File: src/rtl/ann_pkg.sv
// Shared definitions for the layer sequencer.
//   state_t  : sequencer FSM encoding
//   LANES    : number of 8-bit lanes in the neuron datapath
//   LANE_W   : width of one activation / weight / result lane
//   WORD_W   : weight memory word width (weights + bias)
//   BIAS_LSB : first bit of the bias field inside a weight word
package ann_pkg;

    localparam int LANES    = 16;
    localparam int LANE_W   = 8;
    localparam int WORD_W   = 136;
    localparam int BIAS_LSB = 128;

    typedef enum logic [2:0] {
        IDLE,
        FETCH,
        LOAD,
        WAIT,
        CAPTURE,
        DONE
    } state_t;

endpackage

File: src/rtl/seq_lat_counter.sv
// Loadable down-counter that times the node latency.
//   clk, rst  : clock and synchronous active-high reset
//   load      : load load_val (takes priority over dec)
//   load_val  : value to load
//   dec       : decrement by one (saturates at zero)
//   terminal  : high while the count equals 1, i.e. the last wait cycle
module seq_lat_counter #(
    parameter int WIDTH = 2
) (
    input  logic             clk,
    input  logic             rst,
    input  logic             load,
    input  logic [WIDTH-1:0] load_val,
    input  logic             dec,
    output logic             terminal
);

    logic [WIDTH-1:0] count_reg;

    always_ff @(posedge clk) begin
        if (rst) begin
            count_reg <= '0;
        end else if (load) begin
            count_reg <= load_val;
        end else if (dec && (count_reg != '0)) begin
            count_reg <= count_reg - WIDTH'(1);
        end
    end

    assign terminal = (count_reg == WIDTH'(1));

endmodule

File: src/rtl/layer_sequencer.sv
// Runs one shared neuron node over every neuron of a fully-connected layer.
// Per neuron: FETCH (read weight word, clear accumulator), LOAD (present
// operands with a one-cycle node_rdy), WAIT (NODE_LAT cycles), CAPTURE
// (store node_res into lane k of out_vec).
//   start/num_nodes/act_in : layer request, sampled in IDLE only
//   wmem_addr/wmem_rd/wmem_data : weight memory port, one-cycle read latency
//   node_clr/node_inA/node_inB/node_bias/node_rdy/node_res : node interface
//   busy/done : status towards the network controller
//   out_vec   : neuron results, neuron k in bits [8k+7:8k]
module layer_sequencer
    import ann_pkg::*;
#(
    parameter int MAX_NODES = 16,
    parameter int NODE_LAT  = 2,
    parameter int ADDR_W    = 4
) (
    input  logic                      clk,
    input  logic                      rst,
    input  logic                      start,
    input  logic [4:0]                num_nodes,
    input  logic [LANES*LANE_W-1:0]   act_in,
    output logic [ADDR_W-1:0]         wmem_addr,
    output logic                      wmem_rd,
    input  logic [WORD_W-1:0]         wmem_data,
    output logic                      node_clr,
    output logic [LANES*LANE_W-1:0]   node_inA,
    output logic [LANES*LANE_W-1:0]   node_inB,
    output logic [LANE_W-1:0]         node_bias,
    output logic                      node_rdy,
    input  logic [LANE_W-1:0]         node_res,
    output logic                      busy,
    output logic                      done,
    output logic [MAX_NODES*8-1:0]    out_vec
);

    localparam int CNT_W = $clog2(NODE_LAT + 1);

    state_t                    state_reg, state_next;
    logic [4:0]                k_reg;
    logic [4:0]                count_reg;
    logic [LANES*LANE_W-1:0]   act_reg;
    logic [LANES*LANE_W-1:0]   ina_reg;
    logic [LANES*LANE_W-1:0]   inb_reg;
    logic [LANE_W-1:0]         bias_reg;
    logic [LANE_W-1:0]         lane_reg [MAX_NODES];
    logic [4:0]                count_next;
    logic                      accept;
    logic                      last_node;
    logic                      lat_done;

    assign count_next = (num_nodes > 5'(MAX_NODES)) ? 5'(MAX_NODES) : num_nodes;
    assign accept     = (state_reg == IDLE) && start;
    assign last_node  = (k_reg == (count_reg - 5'd1));

    seq_lat_counter #(
        .WIDTH (CNT_W)
    ) u_lat (
        .clk      (clk),
        .rst      (rst),
        .load     (state_reg == LOAD),
        .load_val (CNT_W'(NODE_LAT)),
        .dec      (state_reg == WAIT),
        .terminal (lat_done)
    );

    always_ff @(posedge clk) begin
        if (rst) begin
            state_reg <= IDLE;
            k_reg     <= '0;
            count_reg <= '0;
            act_reg   <= '0;
            ina_reg   <= '0;
            inb_reg   <= '0;
            bias_reg  <= '0;
        end else begin
            state_reg <= state_next;
            case (state_reg)
                IDLE: begin
                    if (start) begin
                        act_reg   <= act_in;
                        count_reg <= count_next;
                        k_reg     <= '0;
                    end
                end
                LOAD: begin
                    ina_reg  <= act_reg;
                    inb_reg  <= wmem_data[BIAS_LSB-1:0];
                    bias_reg <= wmem_data[BIAS_LSB +: LANE_W];
                end
                CAPTURE: begin
                    if (!last_node) begin
                        k_reg <= k_reg + 5'd1;
                    end
                end
                default: ;
            endcase
        end
    end

    // One result register per lane; cleared on reset and on every accepted
    // start so lanes beyond the current neuron count read zero.
    generate
        for (genvar gi = 0; gi < MAX_NODES; gi++) begin : g_lane
            always_ff @(posedge clk) begin
                if (rst || accept) begin
                    lane_reg[gi] <= '0;
                end else if ((state_reg == CAPTURE) && (k_reg == 5'(gi))) begin
                    lane_reg[gi] <= node_res;
                end
            end
            assign out_vec[gi*8 +: 8] = lane_reg[gi];
        end
    endgenerate

    always_comb begin
        state_next = state_reg;
        case (state_reg)
            IDLE:    if (start) state_next = (count_next == 5'd0) ? DONE : FETCH;
            FETCH:   state_next = LOAD;
            LOAD:    state_next = WAIT;
            WAIT:    if (lat_done) state_next = CAPTURE;
            CAPTURE: state_next = last_node ? DONE : FETCH;
            DONE:    state_next = IDLE;
            default: state_next = IDLE;
        endcase
    end

    // Memory data arrives during LOAD, so the operands are passed straight
    // through in that cycle and held from the registers afterwards.
    assign node_inA  = (state_reg == LOAD) ? act_reg : ina_reg;
    assign node_inB  = (state_reg == LOAD) ? wmem_data[BIAS_LSB-1:0] : inb_reg;
    assign node_bias = (state_reg == LOAD) ? wmem_data[BIAS_LSB +: LANE_W] : bias_reg;

    assign wmem_rd   = (state_reg == FETCH);
    assign node_clr  = (state_reg == FETCH);
    assign wmem_addr = (state_reg == FETCH) ? k_reg[ADDR_W-1:0] : '0;
    assign node_rdy  = (state_reg == LOAD);
    assign busy      = (state_reg != IDLE);
    assign done      = (state_reg == DONE);

endmodule
File: config.mk
export PLATFORM = sky130hd
export DESIGN_NAME = layer_sequencer
export DESIGN_NICKNAME = d
export VERILOG_FILES = /design/src/rtl/ann_pkg.sv /design/src/rtl/seq_lat_counter.sv /design/src/rtl/layer_sequencer.sv
export SDC_FILE = /design/constraint.sdc
export NUM_CORES = 1
export LEC_CHECK = 0
export ABC_AREA = 1
export CORE_AREA = 3 3 265 267
export CTS_CLUSTER_DIAMETER = 100
export DETAILED_ROUTE_END_ITERATION = 8
export DIE_AREA = 0 0 268 270
export PLACE_DENSITY = 0.61
export SLEW_MARGIN = 15
export SYNTH_ARGS = -nofsm -noshare
export SYNTH_HDL_FRONTEND = slang
export SYNTH_HIERARCHICAL = 1
export SYNTH_SLANG_ARGS = --single-unit
File: constraint.sdc
create_clock -name clk -period 2.3 [get_ports clk]
set_input_delay 0.46 -clock clk [delete_from_list [all_inputs] [get_ports clk]]
set_output_delay 0.46 -clock clk [all_outputs]
set_load 0.02 [all_outputs]
=== Word-level counts from Yosys, hierarchy flattened ===
Memory sizes are Yosys's and may differ from the RTL's.
Cells that the tools add are included.

* Flip-flop bits (word level): 407
* Memory bits (writable): 128
* Input port bits: 280
* Output and inout bits: 401
* Word-level logic and storage cells: 166
* Memories: 1

* Add/sub/neg operators: 3
* Order comparisons: 1
* Equality and inequality tests: 25
* Mux-type cells: 81
* Bitwise gates (word level): 16
* Reductions and logical operators: 30

{| class="wikitable"
|+ Memory list
! memory !! depth !! bits a word !! read ports !! clocked after memory_dff !! write ports !! RTL line !! source
|-
| lane_reg || 16 || 8 || 16 || 0 || 16 || layer_sequencer.sv:45 || <nowiki>logic [LANE_W-1:0] lane_reg [MAX_NODES];</nowiki>
|}

{| class="wikitable"
|+ Operator list
! operator !! count
|-
| 128-bit two-way mux || 2
|-
| 8-bit two-way mux || 17
|-
| 1-bit two-way mux || 50
|-
| 5-bit by 4-bit equality test with 1-bit output (second input constant) || 8
|-
| 5-bit by 3-bit equality test with 1-bit output (second input constant) || 4
|-
| 1-bit logical AND || 18
|-
| 1-bit bitwise OR || 16
|-
| 5-bit two-way mux || 3
|-
| 3-bit case mux with 5 select lines || 1
|-
| 3-bit two-way mux || 4
|-
| 5-bit by 2-bit equality test with 1-bit output (second input constant) || 2
|-
| 5-bit zero test || 2
|-
| 5-bit case mux with 2 select lines || 1
|-
| 3-bit by 2-bit equality test with 1-bit output (second input constant) || 2
|-
| 3-bit equality test (second input constant) || 2
|-
| 2-bit != test (second input constant) || 3
|-
| 2-bit nonzero test || 3
|-
| 5-bit by 1-bit adder with 5-bit output (second input constant) || 1
|-
| 5-bit by 1-bit equality test with 1-bit output (second input constant) || 1
|-
| 5-bit equality test || 1
|-
| 5-bit greater-than comparator (second input constant) || 1
|-
| 5-bit by 1-bit subtractor with 5-bit output (second input constant) || 1
|-
| 2-bit two-way mux || 2
|-
| 4-bit two-way mux || 1
|-
| 9 further kinds || 10
|}

=== Logic depth before layout (Yosys ltp) ===
Gate-level depths: netlist of run 1.

* Depth in word-level cells: 6
* Mapped depth: 12
* Gate-level depth less buffers: 12

=== By module ===
Netlist of run 1, hierarchy kept.

{| class="wikitable"
|+ Modules (own cells, without submodules)
! module !! times used !! cells each !! area each (um^2) !! sequential area each (um^2)
|-
| layer_sequencer || 1 || 2622 || 22664.2 || 11951.5
|-
| seq_lat_counter || 1 || 26 || 152.6 || 40.0
|}

=== Least setup slack after synthesis of run 1 ===
No wires, ideal clock.

* Path kind: register to register
* Start: reg k_reg[2]
* End: mem lane_reg[1][2], in the netlist lane_reg[0][10], enable pin
* Library setup time: 0.384 ns
* Arrival: 1.650 ns
* Required time: 1.916 ns
* Slack: 0.266 ns
* Stages on the path, launching flop included: 5
* Buffers on the path: 1
* Clock period less this slack: 2.034 ns
* Cells stage by stage: dfxtp_1 > buf_2 > nor2_2 > inv_1 > o21ai_0

{| class="wikitable"
|+ RTL lines
! element !! RTL line !! source
|-
| start, declared || layer_sequencer.sv:39 || <nowiki>logic [4:0] k_reg;</nowiki>
|-
| start signal, assigned || layer_sequencer.sv:92 || <nowiki>k_reg <= k_reg + 5'd1;</nowiki>
|-
| end, declared || layer_sequencer.sv:45 ||
|}

=== Final worst setup path of run 1 ===
* Start: reg state_reg[1]
* End: out node_inA[6]

* Cells in the longest elaborated chain, start to end: 2

{| class="wikitable"
|+ Ends and longest elaborated chain
! element !! RTL line !! source
|-
| start, declared || layer_sequencer.sv:38 || <nowiki>state_t state_reg, state_next;</nowiki>
|-
| start signal, assigned || layer_sequencer.sv:76 || <nowiki>state_reg <= state_next;</nowiki>
|-
| 3-bit by 2-bit equality test with 1-bit output || layer_sequencer.sv:130 || <nowiki>assign node_inA = (state_reg == LOAD) ? act_reg : ina_reg;</nowiki>
|-
| 128-bit two-way mux || layer_sequencer.sv:130 ||
|-
| end, declared || layer_sequencer.sv:26 || <nowiki>output logic [LANES*LANE_W-1:0] node_inA,</nowiki>
|}

Every way passes these cells.

==> results.py, run 1 <==
metrics = {
    "clock_network": {
        "clkLatencyLatePin_ns": 0.61,
        "cts_tree": "done",
        "clock_path_buffers": 3,
        "cts_root_buf": "clkbuf_16",
        "numCtsBuffers": 60,
        "cts-htree-levels": 2,
        "cts_hold_buf": 0,
        "clk_transition_reported_paths_ns": 0.06,
        "cts.sinks": 535,
    },
    "sta": {
        "relSlewSlack_pct": 29.7,
        "hold_viol": 0,
        "layout_setup_ws_ns": -0.563,
        "worstMarginPinSlew_ns": 1.06,
        "fin_crit_sh_pct": 124,
        "clock_skew_ns": 0.0241,
        "rsz0062_at_grt": "yes",
        "slew_violations": 0,
        "fmax_mhz": 349,
        "layout_min_cycle_time_ns": 2.86,
        "setup_violations": 272,
    },
    "layout": {
        "fill_cells": 6334,
        "drive_gt1_share_pct": 29.9,
        "fin_area_mm2": 0.0357,
        "fin_nets": 3822,
        "area.growth.synth_to_final_pct": 56.7,
        "fin_util_pct": 52.3,
    },
    "critical_path": {
        "cp.required_ns": 1.84,
        "path_buf_inv": 9,
        "critical_path.startpoint_type": "flop",
        "critPathTopFamily": "buffers and inverters",
        "slowest_stage": "dfxtp_2",
        "critPathKind": "reg -> out",
        "cp_max_fo": 14,
        "end_kind": "output port",
        "cpPeakStageDelay_ns": 0.32,
        "critPathArrivalTime_ns": 2.40,
        "cp_cell_sequence": "inv_2 -> nor3_4 -> buf_12 -> buf_16 -> buf_4 -> buf_8 -> buf_16 -> buf_6 -> or2_2 -> inv_2 -> a21oi_4 -> buf_6",
    },
    "grt": {
        "grt_pass1_vias": 18800,
        "grt_pass1_wl_mm": 111,
        "overflow": 0,
        "grt.total_usage_pct": 19.5,
        "antenna_found_initial": 12,
        "grt_max_degree": 126,
    },
    "outcome": {
        "status": "complete, but fails checks",
        "violations": "negative setup slack",
    },
    "power_and_ir_drop": {
        "p_leak_nw": 16.4,
        "swShare_pct": 38.7,
        "p_seq_share_pct": 24.4,
        "p_switching_mw": 21.1,
        "power_frac_comb_pct": 57.1,
        "p_int_mw": 33.4,
        "clock_power_share_pct": 18.5,
        "power_density_mw_per_mm2": 1520,
        "max-vdd-ir-drop_mv": 0.859,
    },
    "hold_path": {
        "hp-class": "in -> reg",
    },
    "logic_synthesis": {
        "ys.warnings.count": 6,
        "syn_area_per_cell_um2": 8.62,
        "synthFlopType": "dfxtp_1",
        "synth-async-reset-ratio_pct": 0,
        "ys_seq_area_share_pct": 52.6,
        "synth-edff-count": 128,
        "synth-seq-cells": 535,
        "synth_cells": 2648,
        "syn_nets": 2936,
        "ys_types": 38,
        "syn-cell-area_mm2": 0.0228,
    },
    "floorplan": {
        "ios": 681,
        "core_mm2": 0.0683,
        "fp.dieW_um": 268,
        "num_rows": 96,
        "initial_core_util_pct": 33.4,
        "die_h_um": 270,
        "dieArea_mm2": 0.0724,
    },
    "drt": {
        "routed_via_density": 4.54,
        "wl_per_cell_um": 17.2,
        "num_vias": 20300,
        "drt_iter0_markers": 1059,
        "drt-pass1-iter-count": 5,
        "drc": 0,
        "wl_mm": 76.8,
        "antenna_left": 0,
    },
    "placement": {
        "place_area_mm2": 0.0319,
        "globalplace.congestion": 0.839,
        "portBuffers": 680,
        "dpl.hpwl_mm": 52.5,
    },
    "flow_run": {
        "drv_cap": 0,
    },
}
per-layer routing:
metal	track usage, %	share of wire [%]	vias up
met2	33.5	48	556
met4	6.50	3.0	6
met5	0	0.053	-
met1	23.2	41	9251
li1	-	-	10400
met3	5.88	7.6	129
area by class of cell:
cell class | count | area, um2 | area share [%]
tap | 882 | 1100 | 3.09
clock inverter | 28 | 303 | 0.847
sequential | 535 | 12000 | 33.6
antenna | 9 | 22.5 | 0.0630
clock buffer | 86 | 1810 | 5.07
timing repair buffer | 999 | 10100 | 28.3
multi-input combinational | 1358 | 8200 | 22.9
inverter | 580 | 2190 | 6.14
synth_stat cells, types with 2 or more instances:
master	count	area, um2
dfxtp_1	407	8150
edfxtp_1	128	3840
nand4_4	3	63.8
nor2_4	2	22.5
buf_4	8	60.1
nor2_1	149	559
o41ai_1	3	26.3
clkinv_2	3	15.0
inv_2	8	30.0
a21oi_1	396	1980
nand3_4	10	175
or2_2	265	1660
o21ai_0	117	586
nand2_2	3	18.8
clkbuf_1	79	297
nor2_2	5	31.3
inv_1	568	2130
a211oi_1	264	1980
o21ai_1	21	105
buf_6	2	22.5
nand2_1	79	297
buf_2	78	390
nor3_1	4	20.0
ha_1	8	100
conb_1	2	7.51
nand3_2	2	20.0
clkbuf_2	6	30.0
nand3_1	18	90.1
worst register-to-register path: stages, from the launching register on:
cell and delay (ns):
dfxtp_2 0.33, buf_4 0.13, inv_2 0.09, nand2_2 0.09, nor2_4 0.17, inv_2 0.10
nor2_4 0.13, nand2_1 0.12, clkinv_2 0.18, nand2_1 0.09, nand2_1 0.28
through the flow:
step           TNS, ns  worst slack (ns)  instances  total power [mW]  hold WS, ns
2_1_floorplan        0             0.266       2648              28.5        0.446
3_3_place_gp    -46.57            -0.378       4272              41.6        0.462
3_5_place_dp    -46.25            -0.374       4272              41.8        0.467
4_1_cts        -182.01            -0.898       4403              52.6        0.336
5_1_grt        -148.25            -0.684       4476              57.8        0.372
6_report       -110.34            -0.563       4477              54.5        0.363
cells by family after synthesis:
kind of cell,synth area share [%]
compound gates,20.6
buf+inv,13.2
simple gates,13.0
flops,52.6
fa+ha+maj,0.439
xor+xnor,0.0768
other cells,0.0329
power groups by stage:
stage	logic, mW	registers, mW	clock network, mW
global route	33.5	13.6	10.7
detailed placement	28.3	13.5	0
global placement	28.2	13.4	0
finish	31.1	13.3	10.1
CTS	29.0	13.3	10.3
floorplan	14.7	13.8	0
final timing paths:
kind                             startpoint                             to  slack (ns)  depth (start not counted)
setup / recovery  state_reg[1]$_SDFFE_PP0P_                    node_inA[6]       -0.56                         12
hold / removal                          rst          k_reg[1]$_SDFFE_PP0P_        0.36                          5
setup reg to reg  state_reg[0]$_SDFFE_PP0P_  lane_reg[0][35]$_SDFFCE_PN0P_        0.27                         10
hold reg to reg    act_reg[83]$_SDFFE_PP0P_         ina_reg[83]$_SDFF_PP0_        0.47                          2
cells in the final DEF, fill, tap and decap left out, drive strengths merged, types with 2 or more instances in the layout:
cell type / Yosys / final
dfxtp: 407 / 407
clkbuf: 85 / 105
o41ai: 4 / 4
diode: 0 / 9
nand4: 3 / 3
or2: 265 / 265
conb: 2 / 2
nand3: 30 / 30
nor2: 156 / 156
ha: 8 / 8
inv: 577 / 580
nand2: 82 / 82
buf: 90 / 496
a21oi: 396 / 396
o21ai: 138 / 138
a211oi: 264 / 264
bufbuf: 0 / 3
bufinv: 0 / 5
clkdlybuf4s50: 0 / 413
nor3: 5 / 5
edfxtp: 128 / 128
clkdlybuf4s15: 0 / 21
dlymetal6s2s: 0 / 46
clkinv: 3 / 21
clkinvlp: 0 / 2
what timing repair did:
item / in CTS / in global routing
resized for setup: 389 / 662
buffers inserted: 9 / 51
gates cloned: 8 / 15
pin swaps: 0 / 5
setup endpoints to repair: 273 / 273
Note: power is estimated with default switching activity, not from simulation.
==> run 2, diff against run 1 <==
--- a/config.mk
+++ b/config.mk
@@ -6,6 +6,7 @@
 export NUM_CORES = 1
 export LEC_CHECK = 0
 export ABC_AREA = 1
+export CAP_MARGIN = 30
 export CORE_AREA = 3 3 265 267
 export CTS_CLUSTER_DIAMETER = 100
 export DETAILED_ROUTE_END_ITERATION = 8
==> results.py, run 2 (same netlist as run 1, synthesis figures left out) <==
metrics = {
    "power_and_ir_drop": {
        "total_power_mw": 64.7,
        "power_density_mw_per_mm2": 1610,
        "max-vdd-ir-drop_mv": 0.991,
        "p_leak_nw": 17.4,
    },
    "layout": {
        "final_common_cell": "buf_4",
        "fill_cells": 5764,
        "drive_gt1_share_pct": 46.2,
        "fin_nets": 4110,
        "area.growth.synth_to_final_pct": 75.9,
        "final_cell_mix": "472 x buf_4, 406 x clkdlybuf4s50_1, 404 x dfxtp_1",
    },
    "floorplan": {
        "fp.dieW_um": 268,
        "ios": 681,
        "initial_core_util_pct": 33.4,
        "die_h_um": 270,
        "num_rows": 96,
        "dieArea_mm2": 0.0724,
        "core_mm2": 0.0683,
    },
    "critical_path": {
        "crit_top_cell": "buf_6",
        "worstRegToRegCells": 14,
        "critPathTopFamily": "buffers and inverters",
        "r2r_slack_ns": 0.14,
        "critPathKind": "reg -> out",
        "cpPeakStageDelay_ns": 0.33,
        "crit_cells": 12,
        "cp.required_ns": 1.84,
        "critical_path.startpoint_type": "flop",
        "critPathArrivalTime_ns": 2.42,
        "cp_max_fo": 7,
        "cp_cell_sequence": "inv_2 -> nor3_4 -> buf_6 -> buf_12 -> buf_12 -> buf_8 -> buf_16 -> buf_6 -> or2_4 -> inv_2 -> a21oi_4 -> buf_6",
        "slowest_stage": "dfxtp_2",
        "path_buf_inv": 9,
        "end_kind": "output port",
    },
    "drt": {
        "num_vias": 22300,
        "wl_mm": 85.7,
        "routed_via_density": 4.67,
        "drc": 0,
        "wl_per_cell_um": 18.0,
        "antenna_left": 0,
        "drt_iter0_markers": 1048,
        "drt-pass1-iter-count": 5,
    },
    "clock_network": {
        "cts-htree-levels": 2,
        "cts_tree": "done",
        "cts_root_buf": "clkbuf_16",
        "cts.sinks": 535,
        "numCtsBuffers": 61,
        "cts_hold_buf": 0,
        "clock_path_buffers": 3,
        "clkLatencyLatePin_ns": 0.61,
        "clk_transition_reported_paths_ns": 0.06,
    },
    "placement": {
        "portBuffers": 680,
        "place_ws_ns": -0.377,
        "globalplace.congestion": 0.839,
        "dpl.hpwl_mm": 52.8,
    },
    "sta": {
        "fmax_mhz": 347,
        "layout_setup_ws_ns": -0.580,
        "rsz0062_at_grt": "yes",
        "clock_skew_ns": 0.0123,
        "tns_ns": -105.25,
        "layout_min_cycle_time_ns": 2.88,
        "worstMarginPinSlew_ns": 0.796,
        "setup_violations": 265,
        "fin_crit_sh_pct": 125,
        "hold_viol": 0,
        "relSlewSlack_pct": 46.9,
        "slew_violations": 0,
    },
    "grt": {
        "antenna_found_initial": 11,
        "grt.total_usage_pct": 21.9,
        "grt_pass1_vias": 20800,
        "grt_use_met2_pct": 38.5,
        "use_met3_pct": 5.99,
        "met1_usage_pct": 26.1,
        "overflow": 0,
        "top_usage_layer": "met2",
        "grt_max_degree": 126,
        "grt_pass1_wl_mm": 124,
    },
    "outcome": {
        "violations": "negative setup slack",
        "status": "complete, but fails checks",
    },
    "hold_path": {
        "hp-class": "in -> reg",
        "hold_depth": 5,
    },
    "flow_run": {
        "drv_cap": 0,
    },
}
[run 2: stage by stage]
stage                     std cells  hold WS, ns  area, um2  util [%]
after detailed placement       4273        0.467      31900      46.7
after CTS                      4623        0.331      37700      55.1
after floorplan                2648        0.446      22800         -
final                          4762        0.359      40100      58.7
after global placement         4272        0.462      31900      46.7
after global routing           4762        0.374      40100      58.7
[run 2: metal layers]
| layer | vias up | routed length (um) |
|---|---|---|
| li1 | 11000 | - |
| met1 | 10500 | 33900 |
| met2 | 667 | 43100 |
| met3 | 146 | 6220 |
| met4 | 4 | 2490 |
| met5 | - | 26 |
[run 2: final cells by class]
cell class / count / area, um2 / share of cell area (%)
Inverter: 580 / 2210 / 5.52
Multi-Input combinational cell: 1358 / 9540 / 23.8
Clock buffer: 94 / 1840 / 4.59
Sequential cell: 535 / 12000 / 29.9
Timing Repair Buffer: 1286 / 13300 / 33.0
Tap cell: 882 / 1100 / 2.75
Clock inverter: 20 / 154 / 0.384
Antenna cell: 7 / 17.5 / 0.0437
[run 2: power breakdown]
group,internal [mW],switching (mW)
registers,12.6,0.815
clock network,5.62,4.02
logic,21.8,19.9
[run 2: worst reg2reg max path: stages (launching register included)]
cell and delay, ns:
dfxtp_2 0.33, inv_2 0.05, nor3_4 0.22, buf_6 0.16, buf_12 0.15, buf_8 0.12, buf_6 0.11, buf_6 0.10
buf_6 0.11, or2_4 0.12, inv_2 0.03, buf_4 0.12, buf_4 0.12, buf_4 0.12, a211oi_1 0.20
[run 2: what timing repair did]
action / in CTS / in global routing
cloned: 33 / 4
setup endpoints to repair: 273 / 274
pin swaps: 15 / 53
gates resized for setup: 1834 / 579
buffers inserted: 203 / 175
[run 2: worst paths after layout]
kind / startpoint / to
max: state_reg[1]$_SDFFE_PP0P_ / node_inA[6]
min reg2reg: act_reg[44]$_SDFFE_PP0P_ / act_reg[44]$_SDFFE_PP0P_
max reg2reg: state_reg[1]$_SDFFE_PP0P_ / ina_reg[7]$_SDFF_PP0_
min: rst / k_reg[0]$_SDFFE_PP0P_
==> run 3, diff against run 2 <==
--- a/config.mk
+++ b/config.mk
@@ -7,10 +7,10 @@
 export LEC_CHECK = 0
 export ABC_AREA = 1
 export CAP_MARGIN = 30
-export CORE_AREA = 3 3 265 267
+export CORE_AREA = 2 2 264 266
 export CTS_CLUSTER_DIAMETER = 100
 export DETAILED_ROUTE_END_ITERATION = 8
-export DIE_AREA = 0 0 268 270
+export DIE_AREA = 0 0 266 268
 export PLACE_DENSITY = 0.61
 export SLEW_MARGIN = 15
 export SYNTH_ARGS = -nofsm -noshare
==> results.py, run 3 (same netlist as run 1, synthesis figures left out) <==
metrics = {
    "floorplan": {
        "dieArea_mm2": 0.0713,
        "initial_core_util_pct": 33.4,
        "die_h_um": 268,
        "num_rows": 96,
        "core_mm2": 0.0682,
        "ios": 681,
        "fp.dieW_um": 266,
    },
    "drt": {
        "routed_via_density": 4.67,
        "wl_mm": 81.9,
        "drt-pass1-iter-count": 6,
        "drt_iter0_markers": 1087,
        "wl_per_cell_um": 17.9,
        "num_vias": 21400,
        "antenna_left": 0,
        "drc": 0,
    },
    "layout": {
        "fin_nets": 3938,
        "fill_cells": 5990,
        "drive_gt1_share_pct": 39.3,
        "final_common_cell": "inv_1",
        "fin_area_mm2": 0.0381,
        "fin_util_pct": 55.9,
        "area.growth.synth_to_final_pct": 67.1,
        "final_cell_mix": "421 x inv_1, 406 x clkdlybuf4s50_1, 404 x dfxtp_1",
    },
    "sta": {
        "clock_skew_ns": 0.0233,
        "fin_crit_sh_pct": 122,
        "slew_violations": 0,
        "layout_setup_ws_ns": -0.500,
        "worstMarginPinSlew_ns": 1.06,
        "fmax_mhz": 357,
        "setup_violations": 265,
        "relSlewSlack_pct": 29.2,
        "layout_min_cycle_time_ns": 2.80,
        "hold_viol": 0,
        "holdWs_ns": 0.344,
        "rsz0062_at_grt": "yes",
    },
    "clock_network": {
        "numCtsBuffers": 59,
        "cts.sinks": 535,
        "clkLatencyLatePin_ns": 0.63,
        "clk_transition_reported_paths_ns": 0.06,
        "clock_path_buffers": 3,
        "cts_root_buf": "clkbuf_16",
        "cts_tree": "done",
        "cts-htree-levels": 2,
    },
    "placement": {
        "portBuffers": 680,
        "place_area_mm2": 0.0318,
        "globalplace.congestion": 0.831,
        "dpl.hpwl_mm": 51.7,
    },
    "hold_path": {
        "min_from": "rst",
        "hp-class": "in -> reg",
    },
    "critical_path": {
        "rr_startpoint": "state_reg[1]$_SDFFE_PP0P_",
        "critical_path.startpoint_type": "flop",
        "end_kind": "output port",
        "critPathKind": "reg -> out",
        "critPathArrivalTime_ns": 2.34,
        "cp_max_fo": 6,
        "startpoint": "state_reg[1]$_SDFFE_PP0P_",
        "cp.required_ns": 1.84,
    },
    "grt": {
        "grt_max_degree": 180,
        "grt.total_usage_pct": 19.9,
        "overflow": 0,
        "antenna_found_initial": 8,
        "grt_pass1_wl_mm": 111,
        "grt_pass1_vias": 19200,
    },
    "power_and_ir_drop": {
        "p_leak_nw": 16.6,
        "max-vdd-ir-drop_mv": 0.996,
        "power_density_mw_per_mm2": 1570,
    },
    "outcome": {
        "status": "complete, but fails checks",
        "violations": "negative setup slack",
    },
    "flow_run": {
        "drv_cap": 0,
    },
}
==> run 3: final timing paths <==
kind	to	slack (ns)	cells past startpoint
hold / removal	k_reg[1]$_SDFFE_PP0P_	0.34	5
setup reg to reg	lane_reg[1][45]$_SDFFCE_PN0P_	0.20	13
hold reg to reg	act_reg[48]$_SDFFE_PP0P_	0.48	2
setup / recovery	node_inA[31]	-0.50	11
==> run 3: final cells by class <==
class                      count  area, um2  share of cell area, %
sequential                   535      12000                   31.5
inverter                     580       2200                   5.77
clock inverter                24        289                  0.758
clock buffer                  86       1680                   4.40
multi-input combinational   1358       9030                   23.7
antenna                        5       12.5                 0.0328
timing repair buffer        1116      11800                   31.0
tap                          882       1100                   2.89
==> run 3: where the power goes <==
part,total (mW),switching (mW),internal [mW]
clock network,9.62,3.99,5.63
registers,13.3,0.737,12.6
logic,36.9,18.5,18.5
total,59.9,23.2,36.7
==> run 3: worst max-delay path: stages, from the launching register on <==
cell and delay (ns):
dfxtp_2 0.32, inv_2 0.07, nor3_4 0.05, buf_6 0.13, buf_4 0.15, clkbuf_16 0.16, buf_4 0.13, clkbuf_16 0.15
buf_4 0.13, buf_4 0.13, a21oi_2 0.14, buf_4 0.17
==> run 3: routing by layer <==
metal  track usage [%]  wire length, um  up-vias
li1                  -                -    10600
met1              24.0            33200    10100
met2              34.6            41100      592
met3              5.57             5550      120
met4              5.78             2060        8
met5                 0               54        -
==> run 3: timing repair <==
item                       in CTS  in global routing
resized for setup             832               1174
pin swaps                       1                 32
setup endpoints to repair     272                272
hold buffers                    0                  0
hold endpoints to repair        0                  0
gates cloned                   17                 41
setup buffers                  15                163
==> run 3: per-stage QoR <==
stage | worst slack (ns) | std cells | total power, mW | setup TNS (ns)
after floorplan | 0.266 | 2648 | 28.5 | 0
after global placement | -0.365 | 4249 | 41.3 | -53.74
after detailed placement | -0.341 | 4249 | 41.5 | -53.52
after CTS | -0.588 | 4391 | 52.0 | -133.00
after global routing | -0.593 | 4584 | 63.1 | -122.89
final | -0.500 | 4586 | 59.9 | -92.23
